==> src/rtl/uart_pkg.sv <==
// ============================================================================
// uart_pkg : shared UART definitions (state encoding, default rates, divisor)
// Rev 1.0
// ============================================================================
`default_nettype none

package uart_pkg;

    localparam logic [2:0] c_IDLE      = 3'd0;
    localparam logic [2:0] c_START     = 3'd1;
    localparam logic [2:0] c_DATA      = 3'd2;
    localparam logic [2:0] c_STOP      = 3'd3;
    localparam logic [2:0] c_WAIT_IDLE = 3'd4;

    localparam int c_DEFAULT_CLK_HZ = 50_000_000;
    localparam int c_DEFAULT_BAUD   = 115_200;

    // Cycles per bit, truncated toward zero.
    function automatic int div_f(input int clk_hz, input int baud);
        return clk_hz / baud;
    endfunction

endpackage

`default_nettype wire

==> src/rtl/sync_2ff.sv <==
// ============================================================================
// sync_2ff : generic two-flop synchroniser with configurable reset value
// Rev 1.0
// ============================================================================
`default_nettype none

module sync_2ff #(
    parameter int   WIDTH   = 1,
    parameter logic RST_VAL = 1'b0
) (
    input  logic             clk_i,
    input  logic             rst_ni,
    input  logic [WIDTH-1:0] d_i,
    output logic [WIDTH-1:0] q_o
);

    logic [WIDTH-1:0] meta_q;
    logic [WIDTH-1:0] sync_q;

    always_ff @(posedge clk_i or negedge rst_ni) begin
        if (!rst_ni) begin
            meta_q <= {WIDTH{RST_VAL}};
            sync_q <= {WIDTH{RST_VAL}};
        end else begin
            meta_q <= d_i;
            sync_q <= meta_q;
        end
    end

    assign q_o = sync_q;

endmodule

`default_nettype wire

==> src/rtl/uart_rx_c5gx.sv <==
// ============================================================================
// uart_rx_c5gx : 8N1 UART receiver with one-entry valid/ready output register
// Rev 1.0
// ============================================================================
`default_nettype none

module uart_rx_c5gx
    import uart_pkg::*;
#(
    parameter int CLK_HZ = c_DEFAULT_CLK_HZ,
    parameter int BAUD   = c_DEFAULT_BAUD
) (
    input  logic       i_clk_50mhz,
    input  logic       i_reset_n,
    input  logic       i_rx,
    output logic [7:0] o_data,
    output logic       o_valid,
    input  logic       i_ready,
    output logic       o_frame_err,
    output logic       o_overrun
);

    localparam int DIV  = div_f(CLK_HZ, BAUD);
    localparam int HALF = DIV / 2;
    localparam int TW   = $clog2(DIV);

    localparam logic [TW-1:0] c_DIV_M1  = TW'(DIV - 1);
    localparam logic [TW-1:0] c_HALF_M1 = TW'(HALF - 1);

    logic          rx_s;
    logic          rx_prev_q;
    logic [2:0]    state_q,     state_d;
    logic [TW-1:0] timer_q,     timer_d;
    logic [2:0]    bit_idx_q,   bit_idx_d;
    logic [7:0]    shreg_q,     shreg_d;
    logic [7:0]    data_q,      data_d;
    logic          valid_q,     valid_d;
    logic          frame_err_q, frame_err_d;
    logic          overrun_q,   overrun_d;
    logic          byte_done;

    // Line idles high, so the synchroniser resets to 1 to avoid a false start.
    sync_2ff #(
        .WIDTH   (1),
        .RST_VAL (1'b1)
    ) u_sync (
        .clk_i  (i_clk_50mhz),
        .rst_ni (i_reset_n),
        .d_i    (i_rx),
        .q_o    (rx_s)
    );

    always_comb begin
        state_d     = state_q;
        timer_d     = timer_q;
        bit_idx_d   = bit_idx_q;
        shreg_d     = shreg_q;
        data_d      = data_q;
        valid_d     = valid_q;
        frame_err_d = 1'b0;
        overrun_d   = 1'b0;
        byte_done   = 1'b0;

        case (state_q)
            c_IDLE: begin
                timer_d = '0;
                if (rx_prev_q && !rx_s) begin
                    state_d = c_START;
                end
            end
            c_START: begin
                if (timer_q == c_HALF_M1) begin
                    timer_d   = '0;
                    bit_idx_d = '0;
                    state_d   = rx_s ? c_IDLE : c_DATA;
                end else begin
                    timer_d = timer_q + TW'(1);
                end
            end
            c_DATA: begin
                if (timer_q == c_DIV_M1) begin
                    timer_d   = '0;
                    shreg_d   = {rx_s, shreg_q[7:1]};
                    bit_idx_d = bit_idx_q + 3'd1;
                    if (bit_idx_q == 3'd7) begin
                        state_d = c_STOP;
                    end
                end else begin
                    timer_d = timer_q + TW'(1);
                end
            end
            c_STOP: begin
                if (timer_q == c_DIV_M1) begin
                    timer_d = '0;
                    if (rx_s) begin
                        byte_done = 1'b1;
                        state_d   = c_IDLE;
                    end else begin
                        frame_err_d = 1'b1;
                        state_d     = c_WAIT_IDLE;
                    end
                end else begin
                    timer_d = timer_q + TW'(1);
                end
            end
            c_WAIT_IDLE: begin
                timer_d = '0;
                if (rx_s) begin
                    state_d = c_IDLE;
                end
            end
            default: begin
                state_d = c_IDLE;
                timer_d = '0;
            end
        endcase

        // A byte may land in the same cycle the consumer drains the register.
        if (byte_done) begin
            if (!valid_q || i_ready) begin
                data_d  = shreg_q;
                valid_d = 1'b1;
            end else begin
                overrun_d = 1'b1;
            end
        end else if (valid_q && i_ready) begin
            valid_d = 1'b0;
        end
    end

    always_ff @(posedge i_clk_50mhz or negedge i_reset_n) begin
        if (!i_reset_n) begin
            rx_prev_q   <= 1'b1;
            state_q     <= c_IDLE;
            timer_q     <= '0;
            bit_idx_q   <= '0;
            shreg_q     <= '0;
            data_q      <= '0;
            valid_q     <= 1'b0;
            frame_err_q <= 1'b0;
            overrun_q   <= 1'b0;
        end else begin
            rx_prev_q   <= rx_s;
            state_q     <= state_d;
            timer_q     <= timer_d;
            bit_idx_q   <= bit_idx_d;
            shreg_q     <= shreg_d;
            data_q      <= data_d;
            valid_q     <= valid_d;
            frame_err_q <= frame_err_d;
            overrun_q   <= overrun_d;
        end
    end

    assign o_data      = data_q;
    assign o_valid     = valid_q;
    assign o_frame_err = frame_err_q;
    assign o_overrun   = overrun_q;

endmodule

`default_nettype wire

==> config.mk <==
export PLATFORM = sky130hd
export DESIGN_NAME = uart_rx_c5gx
export DESIGN_NICKNAME = d
export VERILOG_FILES = /design/src/rtl/uart_pkg.sv /design/src/rtl/sync_2ff.sv /design/src/rtl/uart_rx_c5gx.sv
export SDC_FILE = /design/constraint.sdc
export NUM_CORES = 1
export LEC_CHECK = 0
export CAP_MARGIN = 10
export CORE_AREA = 2 2 58 60
export CTS_CLUSTER_DIAMETER = 30
export DETAILED_ROUTE_END_ITERATION = 12
export DIE_AREA = 0 0 60 62
export PLACE_DENSITY = 0.77
export SYNTH_ARGS = -nofsm -noshare
export SYNTH_HDL_FRONTEND = slang
export SYNTH_SLANG_ARGS = --single-unit
==> constraint.sdc <==
create_clock -name i_clk_50mhz -period 2.6 [get_ports i_clk_50mhz]
set_clock_uncertainty 0.2 [all_clocks]
set_input_delay 0.39 -clock i_clk_50mhz [delete_from_list [all_inputs] [get_ports i_clk_50mhz]]
set_output_delay 0.39 -clock i_clk_50mhz [all_outputs]
set_load 0.01 [all_outputs]
==> impl_metrics.ini <==
[yosys]
syn_area_per_cell_um2 = 12.4
syn_area_mm2 = 0.00166
yosys.area.top_type = dfrtp_1
ys_warn_count = 0
synth_edf_count = 0
synthTopCellsByArea = dfrtp_1 51%, mux2_2 8.1%, dfstp_2 4.7%
ys_types = 36
ys_seq_elements = 37
yosysSeqAreaShare_pct = 55.9
synth_top_area_share_pct = 51.2
syn_inst = 134
dominantRegCellSynth = dfrtp_1
synthesis.nets = 143
async_flop_share_pct = 100

[clock_tree]
post_cts_buffers = 0
path_clk_slew_ps = 120
cts_root_buf = clkbuf_4
cts_buffer_depth = 2
cts_hold_buf = 0
h-tree-depth = 2
cts_inserted_buffers = 5
clkSinkCount = 37
cts_resized = 0
insertion_delay_ps = 320
cts_tree = built

[sta]
rsz0062_at_grt = false
drv_slew = 0
maxSlewHeadroom_pct = 70.0
setup-violations-final = 0
fin_crit_ps = 2030
finalCritPeriodShare_pct = 78.1
hold_viol = 0
final.setup.tns_ps = 0
tightest_slew_ps = 451
max_freq_ghz = 0.493

[global_routing]
grt_max_degree = 38
track_usage_pct = 16.3
grt_pass1_wl_mm = 4.46
global_route.usage.met1_pct = 21.7
busiest_layer = met2
antenna_found_initial = 0
grt_util_met2_pct = 25.3
gr-usage-met3_pct = 4.35
grt_pass1_vias = 982
globalRoute.totalOverflow = 0

[power_and_ir_drop]
combPwrFrac_pct = 16.6
p_int_uw = 940
power.share.clock_pct = 29.2
p_sw_share_pct = 28.0
leakagePower_nw = 0.913
pwr-share-seq_pct = 54.3
power_mw = 1.31
ir_worst_vdd_v = 0.000585
switchingPower_uw = 366
power.density_mw_per_mm2 = 681

[finish]
final_util_pct = 60.3
fillers = 265
area_growth_syn_to_layout_pct = 15.4
drive_above_1_share_pct = 20.1
final_cell_mix = 34 x dfrtp_1, 14 x nor2_1, 14 x clkdlybuf4s50_1
fin_nets = 162
layout_commonest_cell = dfrtp_1
final_cells = 200
final_area_mm2 = 0.00192
num_antenna_cells = 0

[setup_path]
cpMaxStageDelayCell = dfrtp_1
cp_num_buf_inv = 2
start_kind = register
rr_startpoint = timer_q[1]$_DFF_PN0_
critPathKind = register to register
critPathMaxFanout = 8
crit_chain = inv_1, ha_1, and4bb_2, nand4_2, nor2b_1, buf_4, mux2_2
max_stage_delay_ps = 420
critPathRequiredTime_ps = 2620
arrival_ps = 2050
end_kind = register
crit_family = simple AND/OR/NAND/NOR gates
critPathLaunch = timer_q[1]$_DFF_PN0_

[routing]
detail-route-antenna-nets = 0
wire_per_inst_um = 13.1
drt_wl_total_mm = 2.62
dr.pass1.iters = 4
drc = 0
routed-via-count = 1023
drt_iter0_drc = 23
vias_per_cell = 5.12

[floorplanning]
die-area_mm2 = 0.00372
fp.coreArea_mm2 = 0.00318
die_h_um = 62
dieWidth_um = 60
initial_utilization_pct = 52.3
fp-row-count = 21
io_pins = 15

[worst_hold_path]
hp-class = register to register
hp-start = u_sync.meta_q$_DFF_PN1_

[flow_run]
drv_cap = 0

[placement]
dpl.cell_count = 192
gp_congestion = 0.806
dpl.hpwl_mm = 1.88
io_buffers = 14
post_dp_cell_area_mm2 = 0.00184

[run_status]
status = completed
[through the flow]
stage,setup WS (ps),hold slack [ps]
after global routing,450,167
after global placement,648,147
final,570,163
after detailed placement,577,149
after CTS,567,165
after floorplan,713,-106
[kinds of logic (layout without fill, tap and decap cells)]
family	count (synthesis)	count (layout)	synth area share (%)
and+or+nand+nor	45	45	15.8
DFF	37	37	55.9
muxes	20	20	13.3
AOI/OAI and AO/OA	11	11	4.44
buffers and inverters	10	30	3.54
xor gates and xnor gates	6	6	3.16
adders and majority gates	5	5	3.77
[flip-flops by register name, indices dropped and copies added, names as in the netlist]
name,cells
timer_q,9
o_data,8
shreg_q,8
bit_idx_q,3
state_q,3
o_frame_err,1
o_overrun,1
o_valid,1
rx_prev_q,1
u_sync.meta_q,1
u_sync.q_o,1
[power groups by stage]
stage | clock [mW] | sequential, mW | combinational (mW)
final | 0.381 | 0.709 | 0.216
after global routing | 0.416 | 0.720 | 0.257
after CTS | 0.390 | 0.708 | 0.222
after detailed placement | 0 | 0.720 | 0.217
after global placement | 0 | 0.716 | 0.210
after floorplan | 0 | 0.696 | 0.176
[worst register-to-register path: stages, from the launching register on]
cell	delay, ps
dfrtp_1	420
inv_1	90
ha_1	140
and4bb_2	300
nand4_2	130
nor2b_1	120
buf_4	180
mux2_2	350
[final cells by class]
class / instances / area (µm²) / area share, %
clock buffer: 6 / 41.3 / 2.15
clock inverter: 2 / 35.0 / 1.83
inverter: 5 / 18.8 / 0.978
multi-input combinational: 87 / 673 / 35.1
sequential: 37 / 930 / 48.5
tap: 46 / 57.6 / 3.00
timing repair buffer: 17 / 163 / 8.48
[synth_stat cells, types with 3 or more instances]
| master | number |
|---|---|
| mux2_2 | 12 |
| nand2_1 | 6 |
| inv_1 | 5 |
| mux2i_1 | 3 |
| dfstp_2 | 3 |
| a21oi_1 | 4 |
| ha_1 | 5 |
| xnor2_1 | 4 |
| dfrtp_1 | 34 |
| nor2_1 | 14 |
| nor3_1 | 3 |
| mux2_1 | 5 |
| nand3_1 | 5 |
| nor3b_1 | 3 |
[metal layers]
metal / up-vias / share of wire, %
li1: 503 / -
met1: 503 / 47
met2: 13 / 49
met3: 4 / 2.6
met4: 0 / 1.1
met5: - / 0
[worst paths after layout]
path                                                to  slack [ps]  cells after the start
worst max-delay path             o_data[1]$_DFFE_PN0P_         570                      7
worst min-delay path              u_sync.q_o$_DFF_PN1_         160                      0
worst max register to register   o_data[1]$_DFFE_PN0P_         570                      7
worst min register to register    u_sync.q_o$_DFF_PN1_         160                      0
max in group asynchronous         u_sync.q_o$_DFF_PN1_        1570                      2
min in group asynchronous       state_q[2]$_DFFE_PN0P_         280                      2
Power figures use the tool's default switching activity.
